[src/rtl/tdm_stream_merger_if.sv]
// Handshake bundle for tdm_stream_merger: config port, three router
// input streams and the merged output stream.
interface tdm_stream_merger_if #(
   parameter int DATA_WIDTH       = 64,
   parameter int CONFIG_BIT_WIDTH = 30
);
   logic [CONFIG_BIT_WIDTH-1:0] s_axi_config_data;
   logic                        s_axi_config_valid;
   logic                        s_axi_config_ready;

   logic [DATA_WIDTH-1:0] in_axi_data_1;
   logic [DATA_WIDTH-1:0] in_axi_data_2;
   logic [DATA_WIDTH-1:0] in_axi_data_3;
   logic                  in_axi_valid_1;
   logic                  in_axi_valid_2;
   logic                  in_axi_valid_3;
   logic                  in_axi_ready_1;
   logic                  in_axi_ready_2;
   logic                  in_axi_ready_3;

   logic [DATA_WIDTH-1:0] m_axi_data;
   logic                  m_axi_valid;
   logic                  m_axi_ready;
   logic [1:0]            m_axi_id;
   logic                  m_axi_last;
   logic                  m_axi_eof;

   modport master (
      output s_axi_config_data, s_axi_config_valid,
      input  s_axi_config_ready,
      output in_axi_data_1, in_axi_data_2, in_axi_data_3,
      output in_axi_valid_1, in_axi_valid_2, in_axi_valid_3,
      input  in_axi_ready_1, in_axi_ready_2, in_axi_ready_3,
      input  m_axi_data, m_axi_valid, m_axi_id,
      input  m_axi_last, m_axi_eof,
      output m_axi_ready
   );

   modport slave (
      input  s_axi_config_data, s_axi_config_valid,
      output s_axi_config_ready,
      input  in_axi_data_1, in_axi_data_2, in_axi_data_3,
      input  in_axi_valid_1, in_axi_valid_2, in_axi_valid_3,
      output in_axi_ready_1, in_axi_ready_2, in_axi_ready_3,
      output m_axi_data, m_axi_valid, m_axi_id,
      output m_axi_last, m_axi_eof,
      input  m_axi_ready
   );
endinterface

[src/rtl/tdm_stream_merger.sv]
// Merges three router streams into one TDM stream: per round, prb_N beats
// from each stream N still within its symbol count, via one output register.
module tdm_stream_merger #(
   parameter int DATA_WIDTH       = 64,
   parameter int CONFIG_BIT_WIDTH = 30
) (
   input logic                clk,
   input logic                reset,
   tdm_stream_merger_if.slave bus
);

   typedef enum logic [1:0] {
      IDLE = 2'd0,
      S1   = 2'd1,
      S2   = 2'd2,
      S3   = 2'd3
   } state_t;

   // Fields packed {f3, f2, f1}, five bits each.
   function automatic logic [2:0] elig(
      input logic [14:0] s,
      input logic [14:0] p,
      input logic [5:0]  r
   );
      logic [2:0] v;
      for (int i = 0; i < 3; i++)
         v[i] = (p[i*5 +: 5] != 5'd0) && ({1'b0, s[i*5 +: 5]} > r);
      return v;
   endfunction

   function automatic state_t pick(input logic [2:0] v);
      state_t s;
      if (v[0])      s = S1;
      else if (v[1]) s = S2;
      else if (v[2]) s = S3;
      else           s = IDLE;
      return s;
   endfunction

   state_t                      state;
   state_t                      nxt;
   state_t                      same_s;
   state_t                      later_s;
   state_t                      first_s;
   logic [14:0]                 sym_r;
   logic [14:0]                 prb_r;
   logic [4:0]                  round;
   logic [4:0]                  nxt_round;
   logic [5:0]                  round_inc;
   logic [4:0]                  beat_cnt;
   logic [4:0]                  cur_prb;
   logic [2:0]                  hi_mask;
   logic                        cur_valid;
   logic [DATA_WIDTH-1:0]       cur_data;
   logic                        out_free;
   logic                        hs;
   logic                        blk_end;
   logic                        cfg_hs;
   logic                        cfg_ready;
   logic [CONFIG_BIT_WIDTH-1:0] cfg_d;
   logic [14:0]                 cfg_sym;
   logic [14:0]                 cfg_prb;

   logic                  m_valid;
   logic [DATA_WIDTH-1:0] m_data;
   logic [1:0]            m_id;
   logic                  m_last;
   logic                  m_eof;

   assign cfg_d   = bus.s_axi_config_data;
   assign cfg_sym = {cfg_d[9:5], cfg_d[19:15], cfg_d[29:25]};
   assign cfg_prb = {cfg_d[4:0], cfg_d[14:10], cfg_d[24:20]};
   assign cfg_hs  = cfg_ready && bus.s_axi_config_valid;
   assign first_s = pick(elig(cfg_sym, cfg_prb, 6'd0));

   assign out_free = !m_valid || bus.m_axi_ready;

   assign bus.in_axi_ready_1 = (state == S1) && out_free;
   assign bus.in_axi_ready_2 = (state == S2) && out_free;
   assign bus.in_axi_ready_3 = (state == S3) && out_free;

   always_comb begin
      cur_valid = 1'b0;
      cur_data  = '0;
      cur_prb   = '0;
      hi_mask   = '0;
      unique case (state)
         S1: begin
            cur_valid = bus.in_axi_valid_1;
            cur_data  = bus.in_axi_data_1;
            cur_prb   = prb_r[4:0];
            hi_mask   = 3'b110;
         end
         S2: begin
            cur_valid = bus.in_axi_valid_2;
            cur_data  = bus.in_axi_data_2;
            cur_prb   = prb_r[9:5];
            hi_mask   = 3'b100;
         end
         S3: begin
            cur_valid = bus.in_axi_valid_3;
            cur_data  = bus.in_axi_data_3;
            cur_prb   = prb_r[14:10];
            hi_mask   = 3'b000;
         end
         default: ;
      endcase
   end

   assign hs      = cur_valid && out_free;
   assign blk_end = hs && ((beat_cnt + 5'd1) == cur_prb);

   // Next block: a later stream in this round, else the next round.
   assign round_inc = {1'b0, round} + 6'd1;
   assign same_s    = pick(elig(sym_r, prb_r, {1'b0, round}) & hi_mask);
   assign later_s   = pick(elig(sym_r, prb_r, round_inc));
   assign nxt       = (same_s != IDLE) ? same_s : later_s;
   assign nxt_round = (same_s != IDLE) ? round : round_inc[4:0];

   always_ff @(posedge clk or negedge reset) begin
      if (!reset) begin
         state     <= IDLE;
         round     <= '0;
         beat_cnt  <= '0;
         sym_r     <= '0;
         prb_r     <= '0;
         cfg_ready <= 1'b0;
         m_valid   <= 1'b0;
         m_data    <= '0;
         m_id      <= '0;
         m_last    <= 1'b0;
         m_eof     <= 1'b0;
      end else begin
         if (hs) begin
            m_valid <= 1'b1;
            m_data  <= cur_data;
            m_id    <= 2'(state);
            m_last  <= blk_end;
            m_eof   <= blk_end && (nxt == IDLE);
         end else if (bus.m_axi_ready) begin
            m_valid <= 1'b0;
         end

         unique case (state)
            IDLE: begin
               cfg_ready <= !cfg_hs || (first_s == IDLE);
               if (cfg_hs) begin
                  sym_r    <= cfg_sym;
                  prb_r    <= cfg_prb;
                  round    <= '0;
                  beat_cnt <= '0;
                  state    <= first_s;
               end
            end
            default: begin
               if (blk_end) begin
                  beat_cnt  <= '0;
                  state     <= nxt;
                  round     <= (nxt == IDLE) ? 5'd0 : nxt_round;
                  cfg_ready <= (nxt == IDLE);
               end else if (hs) begin
                  beat_cnt <= beat_cnt + 5'd1;
               end
            end
         endcase
      end
   end

   assign bus.s_axi_config_ready = cfg_ready;
   assign bus.m_axi_valid        = m_valid;
   assign bus.m_axi_data         = m_data;
   assign bus.m_axi_id           = m_id;
   assign bus.m_axi_last         = m_last;
   assign bus.m_axi_eof          = m_eof;

endmodule

[src/flat_wrapper.sv]
// flat-port wrapper written by rule: the top's interface ports become plain ports
module tdm_stream_merger_flat 
#(
   parameter int DATA_WIDTH       = 64,
   parameter int CONFIG_BIT_WIDTH = 30
)
  (clk, reset, bus_s_axi_config_data, bus_s_axi_config_valid, bus_s_axi_config_ready, bus_in_axi_data_1, bus_in_axi_data_2, bus_in_axi_data_3, bus_in_axi_valid_1, bus_in_axi_valid_2, bus_in_axi_valid_3, bus_in_axi_ready_1, bus_in_axi_ready_2, bus_in_axi_ready_3, bus_m_axi_data, bus_m_axi_valid, bus_m_axi_id, bus_m_axi_last, bus_m_axi_eof, bus_m_axi_ready);
  tdm_stream_merger_if #(.DATA_WIDTH(DATA_WIDTH), .CONFIG_BIT_WIDTH(CONFIG_BIT_WIDTH)) bus_i ();
  input logic clk;
  input logic reset;
  input wire logic [$bits(bus_i.s_axi_config_data)-1:0] bus_s_axi_config_data;
  input wire logic [$bits(bus_i.s_axi_config_valid)-1:0] bus_s_axi_config_valid;
  output wire logic [$bits(bus_i.s_axi_config_ready)-1:0] bus_s_axi_config_ready;
  input wire logic [$bits(bus_i.in_axi_data_1)-1:0] bus_in_axi_data_1;
  input wire logic [$bits(bus_i.in_axi_data_2)-1:0] bus_in_axi_data_2;
  input wire logic [$bits(bus_i.in_axi_data_3)-1:0] bus_in_axi_data_3;
  input wire logic [$bits(bus_i.in_axi_valid_1)-1:0] bus_in_axi_valid_1;
  input wire logic [$bits(bus_i.in_axi_valid_2)-1:0] bus_in_axi_valid_2;
  input wire logic [$bits(bus_i.in_axi_valid_3)-1:0] bus_in_axi_valid_3;
  output wire logic [$bits(bus_i.in_axi_ready_1)-1:0] bus_in_axi_ready_1;
  output wire logic [$bits(bus_i.in_axi_ready_2)-1:0] bus_in_axi_ready_2;
  output wire logic [$bits(bus_i.in_axi_ready_3)-1:0] bus_in_axi_ready_3;
  output wire logic [$bits(bus_i.m_axi_data)-1:0] bus_m_axi_data;
  output wire logic [$bits(bus_i.m_axi_valid)-1:0] bus_m_axi_valid;
  output wire logic [$bits(bus_i.m_axi_id)-1:0] bus_m_axi_id;
  output wire logic [$bits(bus_i.m_axi_last)-1:0] bus_m_axi_last;
  output wire logic [$bits(bus_i.m_axi_eof)-1:0] bus_m_axi_eof;
  input wire logic [$bits(bus_i.m_axi_ready)-1:0] bus_m_axi_ready;
  assign bus_i.s_axi_config_data = bus_s_axi_config_data;
  assign bus_i.s_axi_config_valid = bus_s_axi_config_valid;
  assign bus_s_axi_config_ready = bus_i.s_axi_config_ready;
  assign bus_i.in_axi_data_1 = bus_in_axi_data_1;
  assign bus_i.in_axi_data_2 = bus_in_axi_data_2;
  assign bus_i.in_axi_data_3 = bus_in_axi_data_3;
  assign bus_i.in_axi_valid_1 = bus_in_axi_valid_1;
  assign bus_i.in_axi_valid_2 = bus_in_axi_valid_2;
  assign bus_i.in_axi_valid_3 = bus_in_axi_valid_3;
  assign bus_in_axi_ready_1 = bus_i.in_axi_ready_1;
  assign bus_in_axi_ready_2 = bus_i.in_axi_ready_2;
  assign bus_in_axi_ready_3 = bus_i.in_axi_ready_3;
  assign bus_m_axi_data = bus_i.m_axi_data;
  assign bus_m_axi_valid = bus_i.m_axi_valid;
  assign bus_m_axi_id = bus_i.m_axi_id;
  assign bus_m_axi_last = bus_i.m_axi_last;
  assign bus_m_axi_eof = bus_i.m_axi_eof;
  assign bus_i.m_axi_ready = bus_m_axi_ready;
  tdm_stream_merger #(.DATA_WIDTH(DATA_WIDTH), .CONFIG_BIT_WIDTH(CONFIG_BIT_WIDTH)) u_core (.clk(clk), .reset(reset), .bus(bus_i));
endmodule
[config.mk]
export PLATFORM = sky130hd
export DESIGN_NAME = tdm_stream_merger_flat
export DESIGN_NICKNAME = d
export VERILOG_FILES = /design/src/rtl/tdm_stream_merger_if.sv /design/src/rtl/tdm_stream_merger.sv /design/src/flat_wrapper.sv
export SDC_FILE = /design/constraint.sdc
export NUM_CORES = 1
export LEC_CHECK = 0
export ABC_CLOCK_PERIOD_IN_PS = 5800
export CORE_ASPECT_RATIO = 1.75
export CORE_UTILIZATION = 44
export CTS_CLUSTER_DIAMETER = 30
export DETAILED_ROUTE_END_ITERATION = 10
export MAX_ROUTING_LAYER = met4
export PLACE_DENSITY = 0.87
export SLEW_MARGIN = 20
export SYNTH_ARGS = -nofsm -noshare
export SYNTH_HDL_FRONTEND = slang
export SYNTH_SLANG_ARGS = --single-unit
[constraint.sdc]
create_clock -name clk -period 5.8 [get_ports clk]
set_clock_uncertainty 0.15 [all_clocks]
set_input_delay 0.58 -clock clk [delete_from_list [all_inputs] [get_ports clk]]
set_output_delay 0.58 -clock clk [all_outputs]
set_load 0.1 [all_outputs]
# [Yosys cells after proc, flatten, opt, wreduce, memory -nomap -nowiden]
# Cells that the tools add are included.
[totals] register_bits=112 input_bits=229 output_inout_bits=73 word_cells=95
[classes] add_sub_neg=2 order_cmp=9 n_eq_ne=6 n_mux=29 bitwise=1 n_reduce_logical=37
[ops] cell="64-bit one-hot mux with 3 select lines" n=1
[ops] cell="5-bit two-way mux" n=8
[ops] cell="5-bit nonzero test" n=6
[ops] cell="2-bit two-way mux" n=13
[ops] cell="5-bit by 6-bit > comparator with 1-bit output" n=3
[ops] cell="1-bit logical AND" n=16
[ops] cell="5-bit by 1-bit > comparator with 1-bit output, second input constant" n=3
[ops] cell="5-bit > comparator" n=3
[ops] cell="5-bit one-hot mux with 3 select lines" n=1
[ops] cell="5-bit by 1-bit adder with 6-bit output, second input constant" n=1
[ops] cell="2-bit zero test" n=3
[ops] cell="3-bit one-hot mux with 2 select lines" n=1
[ops] cell="2-bit AND reduction" n=3
[ops] cell="2-bit nonzero test" n=3
[ops] cell="5-bit by 1-bit adder with 5-bit output, second input constant" n=1
[ops] cell="5-bit equality test" n=1
[ops] cell="2-bit equality test, second input constant" n=2
[ops] cell="1-bit two-way mux" n=4
[ops] cell="3-bit AND" n=1
[ops] cell="3-bit inequality test, second input constant" n=1
[ops] cell="1-bit one-hot mux with 3 select lines" n=1
[ops] cell="3-bit AND reduction" n=1
[ops] cell="3-bit nonzero test" n=1
[ops] cell="2-bit by 1-bit equality test with 1-bit output, second input constant" n=1
[ops] cell="other kinds (3)" n=5

# [Longest topological paths before layout]
[depth] depth_word=12 depth_mapped=11 mapped_depth_nobuf=11

# [Worst setup path after synthesis]
# Ideal clock, no wire load.
[synth_timing] path_type="register to register" from="register u_core.round[0]" to="register u_core.round[3]" setup_ps=124 arrival_time_ps=2671 t_required_ps=5526 slack_ps=2855 path_stages_with_launch=12 n_path_buf=0 synth_period_minus_slack_ps=2945 path_cell_list="dfrtp_1 > ha_1 > nand3_1 > nand2b_1 > and2_1 > ha_1 > o211a_1 > o2111a_1 > o31ai_2 > nor3b_4 > nor2_1 > a211o_1"
[synth_between] elab_chain_len=12 elab_cells_between_ends=29 cone_classes="1 x add/sub; 6 x order compare; 1 x eq/ne; 11 x mux; 1 x bitwise; 9 x reduce/logical"
[synth_rtl] element="from (decl)" line_no="tdm_stream_merger.sv:47" rtl="logic [4:0] round;"
[synth_rtl] element="from (signal assigned)" line_no="tdm_stream_merger.sv:159" rtl="round <= (nxt == IDLE) ? 5'd0 : nxt_round;"
[synth_rtl] element="branches (longest 12 deep; another with 5-bit by 1-bit adder with 6-bit output)"
# Several ways; the timed one is not identified. The select of a mux whose other input is x is not followed.
# A chain may end at the register's enable or synchronous reset.

# [Final worst setup path]
[layout_timing] from="register u_core.state[0]" to="output bus_in_axi_ready_2"
[layout_between] elab_chain_len=2
[layout_rtl] element="from (decl)" line_no="tdm_stream_merger.sv:40" rtl="state_t state;"
[layout_rtl] element="from (signal assigned)" line_no="tdm_stream_merger.sv:152" rtl="state <= first_s;"
[layout_rtl] element="from (signal assigned)" line_no="tdm_stream_merger.sv:158" rtl="state <= nxt;"
[layout_rtl] element="2-bit equality test" line_no="tdm_stream_merger.sv:79" rtl="assign bus.in_axi_ready_2 = (state == S2) && out_free;"
[layout_rtl] element="1-bit logical AND" line_no="tdm_stream_merger.sv:79"
[layout_rtl] element="to (decl)" line_no="flat_wrapper.sv:21" rtl="output wire logic [$bits(bus_i.in_axi_ready_2)-1:0] bus_in_axi_ready_2;"
# No other way between the ends.

==> run summary <==
total track usage - 31.1%
CTS tree - built
register area share after synthesis - 45.9%
status - finished, final reports clean
fillers - 1068
Tot Pwr - 5.85 mW
DRC viols - 0
Clock transition at path regs - 80 ps
first-pass GRT wire length - 33000 um
First DRT Iteration DRCs - 587
layout cell share with drive strength beyond 1 - 3.89%
footprint of the multi-input gates - 0.00305 mm2
Post-CTS Resized - 0
Slew @ Worst Pin - 1090 ps
final core occ - 70.8%
HPWL after DPL - 17300 um
Layout Nets - 1177
I/O Buffers - 301
CP max stage delay - 1170 ps
via count - 6382
Post-synth EDFFs - 0
CTS Sinks - 112
final hold violation count - 0
Final GP Congestion - 0.926
vias in the first global route - 6201
FF-to-FF Start - u_core.round[0]$_DFFE_PN0P_
Slew headroom - 27.0%
drt total wl - 22300 um
root buf cell - clkbuf_16
antenna violations before repair - 1
H-tree Lvls - 3
Fmax - 280 MHz
gr ovfl total - 0
boundary pin count - 302
Synth cell types - 54
most common cell after layout, fill and taps aside - clkdlybuf4s50_1
Hold Path Class - input pin to async pin
Starting Density - 45.4%
reg-to-reg endpoint - u_core.round[2]$_DFFE_PN0P_
Worst Setup Start Kind - register
RSZ-0062 raised after global routing - false
CP arrival - 2840 ps
syn avg cell area - 9.36 um2
Placed Cells - 1082
P_leak - 4.03 nW
worst r2r path cells - 11
VDD IR-drop max - 0.000353 V
Routed Antenna Nets - 0
syn nets - 909
flip-flop and latch count after synthesis - 112
Setup WS post-layout - 2230 ps
Setup CP Type - register to output port
Finish-stage setup viols - 0
CTS buffer count - 9
Bufs on Longest Clock Path - 2
total die area - 0.0144 mm2
Crit Path Max Fanout - 23
final std cells w/o fill - 1100
fin crit period - 3570 ps
die height - 158 um
Power Density - 615 mW/mm2
Rows - 56
ys flop type - dfrtp_1
max cap viols - 0
critical path endpoint category - output port
wire per inst - 20.3 um
Final TNS setup - 0 ps
most frequent cells in the layout - clkdlybuf4s50_1 (300), nand2_1 (167), dfrtp_1 (112)
Syn Inst Count - 652
worst-skew pair later-pin latency - 350 ps
pin count of the biggest net entering global routing - 136
hold-fix buffer count after cts - 0
CP Cell Sequence - inv_1 > ha_2 > and2_1 > clkdlybuf4s50_1
critical path required time - 5070 ps
Die W - 91.0 um
core area - 0.0135 mm2
Synth Warn # - 0
Register Area - 0.00280 mm2
post-CTS setup buffers - 0
flop-to-flop setup slack - 2380 ps
Tcrit/Tclk final - 61.6%
asr flop ratio synth - 100%
via density per instance - 5.80
Final Max Slew Viols - 0
DRT Pass-1 Iters - 7
Area Growth Syn to Fin - 56.0%
post-synthesis cell area - 0.00610 mm2
DP Worst Slack - 2410 ps
Critical-path top delay cell - clkdlybuf4s50_1
-- stage by stage --
stage / area (um2) / hold WS (ps)
2_1_floorplan: 6100 / 134
3_3_place_gp: 9180 / 312
3_5_place_dp: 9180 / 319
4_1_cts: 9500 / 27.2
5_1_grt: 9520 / 49.1
6_report: 9520 / 18.9
-- state kept, by name, indices dropped and copies added, names as in the netlist --
| register | count |
|---|---|
| u_core.bus.m_axi_data | 64 |
| u_core.sym_r | 15 |
| u_core.bus.m_axi_id | 2 |
| u_core.bus.m_axi_last | 1 |
| u_core.bus.s_axi_config_ready | 1 |
| u_core.state | 2 |
| u_core.bus.m_axi_valid | 1 |
| u_core.prb_r | 15 |
| u_core.round | 5 |
| u_core.bus.m_axi_eof | 1 |
| u_core.beat_cnt | 5 |
-- synthesized netlist by cell type, types with 3 or more instances --
library cell | number | share of area (%)
inv_1 | 12 | 0.74
nor2b_1 | 8 | 0.82
o211a_1 | 5 | 0.82
o22ai_1 | 3 | 0.31
buf_1 | 4 | 0.25
and2_1 | 7 | 0.72
nor2_1 | 7 | 0.43
nor3_1 | 8 | 0.66
nand3_1 | 8 | 0.66
nand2b_1 | 4 | 0.41
dfrtp_1 | 112 | 46
a21o_1 | 6 | 0.74
xnor2_1 | 5 | 0.72
o31ai_1 | 3 | 0.37
a211o_1 | 3 | 0.43
a222oi_1 | 70 | 11
clkbuf_1 | 43 | 2.6
a21oi_1 | 11 | 0.90
nand4_1 | 4 | 0.41
o21ai_0 | 79 | 6.5
or3_1 | 5 | 0.51
ha_1 | 28 | 5.7
or4_1 | 6 | 0.74
a31oi_1 | 4 | 0.41
nand2_1 | 167 | 10
o211ai_1 | 4 | 0.49
-- worst max-delay path, delay by kind of cell (launching register included) --
kind / cells / cell delay (ps)
adder cells (fa/ha/maj): 1 / 560
flip-flops: 1 / 420
buffers and inverters: 2 / 1290
AND/OR/NAND/NOR: 1 / 210
-- how the worst max path moves through the flow --
| stage | startpoint | to | cells past startpoint | slack (ps) |
|---|---|---|---|---|
| after detailed placement | u_core.round[0]$_DFFE_PN0P_ | u_core.round[2]$_DFFE_PN0P_ | 11 | 2410 |
| after global placement | bus_m_axi_ready | bus_in_axi_ready_2 | 4 | 2410 |
| after global routing | u_core.state[0]$_DFFE_PN0P_ | bus_in_axi_ready_2 | 4 | 2170 |
| after CTS | u_core.state[0]$_DFFE_PN0P_ | bus_in_axi_ready_2 | 4 | 2230 |
| after floorplan | u_core.round[0]$_DFFE_PN0P_ | u_core.round[3]$_DFFE_PN0P_ | 11 | 2860 |
| final | u_core.state[0]$_DFFE_PN0P_ | bus_in_axi_ready_2 | 4 | 2230 |
-- where the power goes --
group          leakage, nW  internal (mW)  switching (mW)
Combinational         2.46           1.15            2.71
Sequential            1.42           1.10           0.236
Clock                0.157          0.348           0.309
Total                 4.03           2.60            3.26
-- layer usage --
metal,up-vias,track usage (%),share of wire (%)
met4,0,13.8,3.9
met3,55,10.2,10
met5,-,-,0
met2,298,52.8,50
li1,2989,-,-
met1,3040,33.2,35
-- cell type report --
| type | count | share of cell area, % |
|---|---|---|
| Sequential cell | 112 | 29.4 |
| Clock inverter | 7 | 0.999 |
| Timing Repair Buffer | 308 | 32.3 |
| Inverter | 13 | 0.512 |
| Antenna cell | 1 | 0.0263 |
| Clock buffer | 9 | 2.37 |
| Tap cell | 174 | 2.29 |
| Multi-Input combinational cell | 476 | 32.1 |
-- logic make-up after synthesis --
logic type                 after synthesis  synth area share, %
xor gates and xnor gates                10                 2.13
muxes                                    1                0.185
AOI/OAI and AO/OA                      202                 24.6
buffers and inverters                   64                 4.22
and+or+nand+nor                        235                 17.2
adders and majority gates               28                 5.74
DFF                                    112                 45.9
Power figures use the tool's default switching activity.
